===== src/rtl/hamming_secded_dec.sv =====
// Two-stage pipelined Hamming decoder with single-error correction and saturating error counters.
// Define HAMMING_SECDED_EN to add the overall parity bit for double-error detection.
module hamming_secded_dec #(
  parameter int R     = 4,
  parameter int CNT_W = 16,
  localparam int N    = (1 << R) - 1,
  localparam int K    = N - R,
`ifdef HAMMING_SECDED_EN
  localparam int CW   = N + 1
`else
  localparam int CW   = N
`endif
) (
  input  logic             clk,
  input  logic             rst_n,
  input  logic             in_valid,
  output logic             in_ready,
  input  logic [CW-1:0]    in_code,
  output logic             out_valid,
  input  logic             out_ready,
  output logic [K-1:0]     out_data,
  output logic [R-1:0]     out_syndrome,
  output logic             out_corrected,
  output logic             out_uncorrectable,
  input  logic             clr_cnt,
  output logic [CNT_W-1:0] cnt_corrected,
  output logic [CNT_W-1:0] cnt_uncorr
);

  function automatic logic [R-1:0] syndrome(input logic [N-1:0] c);
    logic [R-1:0] s;
    s = '0;
    for (int p = 1; p <= N; p++) begin
      if (c[p-1]) s = s ^ R'(p);
    end
    return s;
  endfunction

  // Data bits occupy every non-power-of-two position, lowest position first.
  function automatic logic [K-1:0] extract(input logic [N-1:0] c);
    logic [K-1:0] d;
    int j;
    d = '0;
    j = 0;
    for (int p = 1; p <= N; p++) begin
      if ((p & (p - 1)) != 0) begin
        d[j] = c[p-1];
        j++;
      end
    end
    return d;
  endfunction

  logic             s1_valid_q;
  logic [N-1:0]     s1_code_q;
  logic [R-1:0]     s1_syn_q;
  logic             s2_valid_q;
  logic [K-1:0]     data_q;
  logic [R-1:0]     syn_q;
  logic             corr_q;
  logic [CNT_W-1:0] cnt_corr_q;
  logic             s2_adv;
  logic             xfer;
  logic             flip_en;
  logic             corr_d;
  logic [N-1:0]     flip_mask;
  logic [K-1:0]     data_d;
`ifdef HAMMING_SECDED_EN
  logic             s1_par_q;
  logic             unc_q;
  logic             unc_d;
  logic [CNT_W-1:0] cnt_unc_q;
`endif

  assign s2_adv   = !s2_valid_q | out_ready;
  assign in_ready = !s1_valid_q | s2_adv;
  assign xfer     = s2_valid_q & out_ready;

  always_ff @(posedge clk or negedge rst_n) begin
    if (!rst_n) begin
      s1_valid_q <= 1'b0;
      s1_code_q  <= '0;
      s1_syn_q   <= '0;
`ifdef HAMMING_SECDED_EN
      s1_par_q   <= 1'b0;
`endif
    end else begin
      if (in_ready) s1_valid_q <= in_valid;
      if (in_ready && in_valid) begin
        s1_code_q <= in_code[N-1:0];
        s1_syn_q  <= syndrome(in_code[N-1:0]);
`ifdef HAMMING_SECDED_EN
        s1_par_q  <= ^in_code;
`endif
      end
    end
  end

  always_comb begin
    flip_mask = '0;
`ifdef HAMMING_SECDED_EN
    // Odd overall parity means a single error; syn=0 then points at the overall bit itself.
    corr_d  = s1_par_q;
    unc_d   = !s1_par_q && (s1_syn_q != '0);
    flip_en = s1_par_q && (s1_syn_q != '0);
`else
    corr_d  = (s1_syn_q != '0);
    flip_en = corr_d;
`endif
    for (int p = 1; p <= N; p++) begin
      flip_mask[p-1] = flip_en && (s1_syn_q == R'(p));
    end
    data_d = extract(s1_code_q ^ flip_mask);
  end

  always_ff @(posedge clk or negedge rst_n) begin
    if (!rst_n) begin
      s2_valid_q <= 1'b0;
      data_q     <= '0;
      syn_q      <= '0;
      corr_q     <= 1'b0;
`ifdef HAMMING_SECDED_EN
      unc_q      <= 1'b0;
`endif
    end else if (s2_adv) begin
      s2_valid_q <= s1_valid_q;
      if (s1_valid_q) begin
        data_q <= data_d;
        syn_q  <= s1_syn_q;
        corr_q <= corr_d;
`ifdef HAMMING_SECDED_EN
        unc_q  <= unc_d;
`endif
      end
    end
  end

  always_ff @(posedge clk or negedge rst_n) begin
    if (!rst_n) begin
      cnt_corr_q <= '0;
`ifdef HAMMING_SECDED_EN
      cnt_unc_q  <= '0;
`endif
    end else if (clr_cnt) begin
      cnt_corr_q <= '0;
`ifdef HAMMING_SECDED_EN
      cnt_unc_q  <= '0;
`endif
    end else begin
      if (xfer && corr_q && (cnt_corr_q != '1)) cnt_corr_q <= cnt_corr_q + 1'b1;
`ifdef HAMMING_SECDED_EN
      if (xfer && unc_q && (cnt_unc_q != '1)) cnt_unc_q <= cnt_unc_q + 1'b1;
`endif
    end
  end

  assign out_valid     = s2_valid_q;
  assign out_data      = data_q;
  assign out_syndrome  = syn_q;
  assign out_corrected = corr_q;
  assign cnt_corrected = cnt_corr_q;
`ifdef HAMMING_SECDED_EN
  assign out_uncorrectable = unc_q;
  assign cnt_uncorr        = cnt_unc_q;
`else
  assign out_uncorrectable = 1'b0;
  assign cnt_uncorr        = '0;
`endif

endmodule


===== config.mk =====
export PLATFORM = sky130hd
export DESIGN_NAME = hamming_secded_dec
export DESIGN_NICKNAME = d
export VERILOG_FILES = /design/src/rtl/hamming_secded_dec.sv
export SDC_FILE = /design/constraint.sdc
export NUM_CORES = 1
export LEC_CHECK = 0
export BUFFER_PORTS_ARGS = -buffer_cell sky130_fd_sc_hd__buf_4
export CAP_MARGIN = 20
export CORE_AREA = 8 8 84 86
export CTS_CLUSTER_SIZE = 25
export DETAILED_ROUTE_END_ITERATION = 10
export DIE_AREA = 0 0 92 94
export PLACE_DENSITY = 0.79
export SLEW_MARGIN = 10
export SYNTH_ARGS = -nofsm -noshare
export SYNTH_HDL_FRONTEND = slang
export SYNTH_SLANG_ARGS = --single-unit

===== constraint.sdc =====
create_clock -name clk -period 1.8 [get_ports clk]
set_input_delay 0.09 -clock clk [delete_from_list [all_inputs] [get_ports clk]]
set_output_delay 0.09 -clock clk [all_outputs]
set_load 0.01 [all_outputs]

### Word-level counts from Yosys, hierarchy flattened

Index checks and enable logic that the tools add are counted.

| cells by class | value |
|---|---|
| add/sub/neg operators | 1 |
| $mul | 0 |
| div/mod/pow operators | 0 |
| magnitude comparators | 0 |
| eq/ne operators | 16 |
| shift operators | 0 |
| mux-type cells | 31 |
| bitwise logic cells | 18 |
| reduce and logical (&&, ||, !) cells | 23 |

Operators with widths:

| operator | number |
|---|---|
| $mux W4 | 22 |
| $eq A4 B4 Y1 const B | 8 |
| $mux W16 | 2 |
| $logic_and A1 B1 Y1 | 18 |
| $add A16 B1 Y16 const B | 1 |
| $eq A4 B3 Y1 const B | 4 |
| $ne A16 B16 Y1 const B | 1 |
| $xor A15 B15 Y15 | 1 |
| $mux W3 | 4 |
| $not A2 Y2 | 6 |
| $not A3 Y3 | 4 |
| $eq A4 B2 Y1 const B | 2 |
| $eq A4 B1 Y1 const B | 1 |
| $mux W2 | 2 |
| $not A4 Y4 | 1 |
| $reduce_bool A4 Y1 | 1 |
| $not A1 Y1 | 3 |
| $logic_not A1 Y1 | 2 |
| $or A1 B1 Y1 | 2 |
| $reduce_and A2 Y1 | 1 |
| $reduce_bool A2 Y1 | 1 |
| $and A1 B1 Y1 | 1 |
| $mux W1 | 1 |

| storage, ports and cells | value |
|---|---|
| bits in registers | 53 |
| latch bits | 0 |
| bits in writable memories | 0 |
| ROM bits | 0 |
| input port bits | 20 |
| output and inout bits | 51 |
| word-level logic and storage cells | 97 |
| memories | 0 |

### Logic depth before layout (Yosys ltp)

| logic depth | value |
|---|---|
| depth in word-level cells | 46 |
| gate-level depth with buffers | 7 |
| depth with buffers taken out | 6 |

### Worst setup path before layout

OpenSTA, ideal clock, no wires.

| path | value |
|---|---|
| kind | register -> register |
| start | register cnt_corr_q[0] (netlist: cnt_corrected[0]) |
| end | register cnt_corr_q[13] (netlist: cnt_corrected[13]) |
| library setup time | 125 ps |
| arrival | 1853 ps |
| data required time | 1675 ps |
| path slack | -178 ps |
| stages on the path, launching flop included | 8 |
| buffers on the path | 1 |
| clock period less this slack | 1978 ps |
| cells stage by stage | dfrtp_1 -> ha_1 -> and3_2 -> and3_4 -> buf_6 -> nor4_4 -> nand3_2 -> mux2_4 |

| on the way | value |
|---|---|
| cells in the longest elaborated chain, start to end | 3 |
| elaborated cells on any way between the ends | 6 |

Ends and longest elaborated chain:

| item | RTL line | RTL |
|---|---|---|
| from (decl) | 61 | `logic [CNT_W-1:0] cnt_corr_q;` |
| from (signal assigned) | 150 | `if (xfer && corr_q && (cnt_corr_q != '1)) cnt_corr_q <= cnt_corr_q + 1'b1;` |
| $add A16 B1 Y16 or $ne A16 B16 Y1 (tied branches) | 150 |  |
| $mux W16 or $logic_and A1 B1 Y1 (tied branches) | 150 |  |
| $mux W16 or $reduce_bool A2 Y1 (tied branches) | - |  |

Several ways; a longest one is shown, not always the timed one. The select of a mux whose other input is x is not followed.
A chain may end at the register's enable or synchronous reset.

### Final worst setup path

| path | value |
|---|---|
| start | register cnt_corr_q[0] (netlist: cnt_corrected[0]) |
| end | register cnt_corr_q[1] (netlist: cnt_corrected[1]) |

Same word-level chain as after synthesis.

==> flow_summary.toml <==
[synthesis]
synthAdderAreaFrac_pct = 0.4805
yosysTopAreaCell = "dfrtp_1"
synth-seq-area-share_pct = 47.09
synth_mux_area_share_pct = 7.881
synth.top_cell.area_share_pct = 47.09
netlist_instances = 252
synth_common_cells = "dfrtp_1, xnor2_1, nand2_1"
synth_edf_count = 0
synthFlopType = "dfrtp_1"
synth_compound_area_share_pct = 4.709
synth.distinct_cells = 34
ys_ff_latch = 49
synth_top_family_by_area = "simple AND/OR/NAND/NOR gates"
synth.area.top_cells = "dfrtp_1, xnor2_1, mux2_2"
syn_avg_cell_area_um2 = 10.33
synth.cell_area_um2 = 2604
synth_xor_area_share_pct = 15.47
ys_warn_count = 0
yosysMostFrequentCell = "dfrtp_1"
synthSimpleGateAreaFrac_pct = 17.44
synth-async-reset-ratio_pct = 100.0

[timing]
rsz0062_at_grt = "yes"
timing.fmax_ghz = 0.5721
hold_violations = 0
fin_skew_ns = 0.007700
finalSetupViolCount = 0
final.period_utilization_pct = 97.10
tns_ns = 0
finalMaxSlewViolations = 0
worst_slack_ns = 0.05214
worst_pin_slew_ns = 0.6108
period_needed_ns = 1.748
slew_headroom_pct = 59.28

[setup_path]
cp.required_ns = 1.99
path_delay_family = "simple AND/OR/NAND/NOR gates"
crit_type = "reg2reg"
crit_chain = "ha_2 > and3_4 > and3_4 > a21boi_0 > mux2i_1 > nor2_1"
endpoint_kind = "flop"
crit_path_frequent_cell = "and3_4"
critical-path-max-stage-delay_ns = 0.43
crit_path_top_delay_cell = "dfrtp_1"
crit_arrival_ns = 1.94
crit_buf_inv = 0
cp_max_fo = 6
cp-start-kind = "flop"

[power]
powerDensity_nw_per_um2 = 922.8
peakVddDrop_uv = 584.6
p_leak_nw = 1.399

[global_route]
grt_usage_pct = 12.96
grt_max_degree = 50
grt-ovfl-total = 0
antenna_found_initial = 0
grt_pass1_wl_mm = 9.121
grt_pass1_vias = 1961

[clock_network]
h-tree-depth = 2
cts.sinks = 49
clk_pin_slew_ns = 0.09
clk-insertion-delay-late_ns = 0.30
root_buffer = "clkbuf_8"
clock_path_buffers = 2
cts_buffers = 5
cts_tree = "built"

[placement]
portBuffers = 53
dpl_worst_slack_ns = 0.08591
gp_congestion = 0.8845
dpl_cell_area_um2 = 3034
post-dp-hpwl_mm = 4.199
dp_cells = 378

[final_layout]
num_antenna_cells = 0
nets = 335
drive_gt1_share_pct = 30.16
nFillCells = 527
area_delta_synth_final_pct = 21.53
fin_cells = 390
fin_area_um2 = 3164
multi_input_area_um2 = 1277
final-seq-area_um2 = 1226

[floorplanning]
dieArea_um2 = 8648
rows = 28
io_pins = 71
core-area_um2 = 5746
start_util_pct = 45.32
dieHeight_um = 94
die_x_um = 92

[detailed_routing]
final_antenna_net_count = 0
vias = 1896
vias_per_cell = 4.862
drt_iter0_markers = 96
firstDrtPassIters = 4
drc_errors = 0
wire_per_inst_um = 13.93
wirelength_mm = 5.434

[min_path]
hp-class = "in2reg"

[outcome]
status = "completed"

[job]
max-cap-violations = 0
## cell families (layout without fill, tap and decap cells)
logic type,count (synthesis),count (layout)
buffers and inverters,25,72
other,1,17
AO/OA/AOI/OAI,22,22
flip-flops,49,49
AND/OR/NAND/NOR,90,90
multiplexers,18,18
XOR/XNOR,46,46
adder cells (fa/ha/maj),1,1
## cells in the final DEF, fill, tap and decap left out, types with 3 or more instances in the layout
cell,count
nand2b_1,8
xor2_1,10
mux2_2,16
nand3_1,5
xnor2_1,36
and3_1,3
buf_4,62
clkbuf_8,5
nand2_1,27
dfrtp_1,49
o21ai_0,16
nand4_1,3
nor3_1,4
conb_1,17
nor2_1,26
## metrics by stage
stage	utilization, %	hold slack [ns]	total power, mW
floorplan	-	-0.2056	1.953
global placement	52.81	0.1366	2.293
detailed placement	52.81	0.1476	2.316
CTS	54.51	0.001266	2.959
global route	55.07	0.008692	3.106
finish	55.07	0.007833	2.920
## final timing paths
path	slack [ns]	end	depth (start not counted)	from
min in group asynchronous	0.34	cnt_corrected[15]	2	rst_n
min reg2reg	0.49	out_data[8]	2	out_data[8]
max in group asynchronous	1.05	out_data[6]	2	rst_n
min	0.008	s1_valid_q	2	in_valid
max reg2reg	0.05	cnt_corrected[1]	6	cnt_corrected[0]
max	0.05	cnt_corrected[1]	6	cnt_corrected[0]
## layer usage
layer,track usage (%),part of all wire (%),vias to the layer above
li1,-,-,923
met1,15.25,42,903
met4,3.624,0.98,0
met2,22.17,48,65
met3,4.157,8.7,5
met5,0,0,-
## layout make-up
| type | instances | area share (%) |
|---|---|---|
| multi-input combinational | 194 | 40.37 |
| sequential | 49 | 38.75 |
| timing repair buffer | 63 | 15.03 |
| tap | 75 | 2.966 |
| clock buffer | 6 | 2.293 |
| clock inverter | 2 | 0.4745 |
| inverter | 1 | 0.1186 |
## registers in the layout, summed over array words and instances (netlist names)
signal and cells:
cnt_corrected 16, s1_code_q 11, out_corrected 1, out_data 11, out_syndrome 4, s1_syn_q 4
out_valid 1, s1_valid_q 1
## repair_timing
action | in CTS | in global routing
resized for setup | 0 | 2
hold buffers | 1 | 0
hold endpoints to repair | 49 | 0
setup buffers | 0 | 3
endpoints found under the setup margin | 0 | 3
## power breakdown
part | switching (mW) | internal (mW)
Clock | 0.364 | 0.274
Combinational | 0.394 | 0.437
Sequential | 0.158 | 1.29
Power figures use the tool's default switching activity.
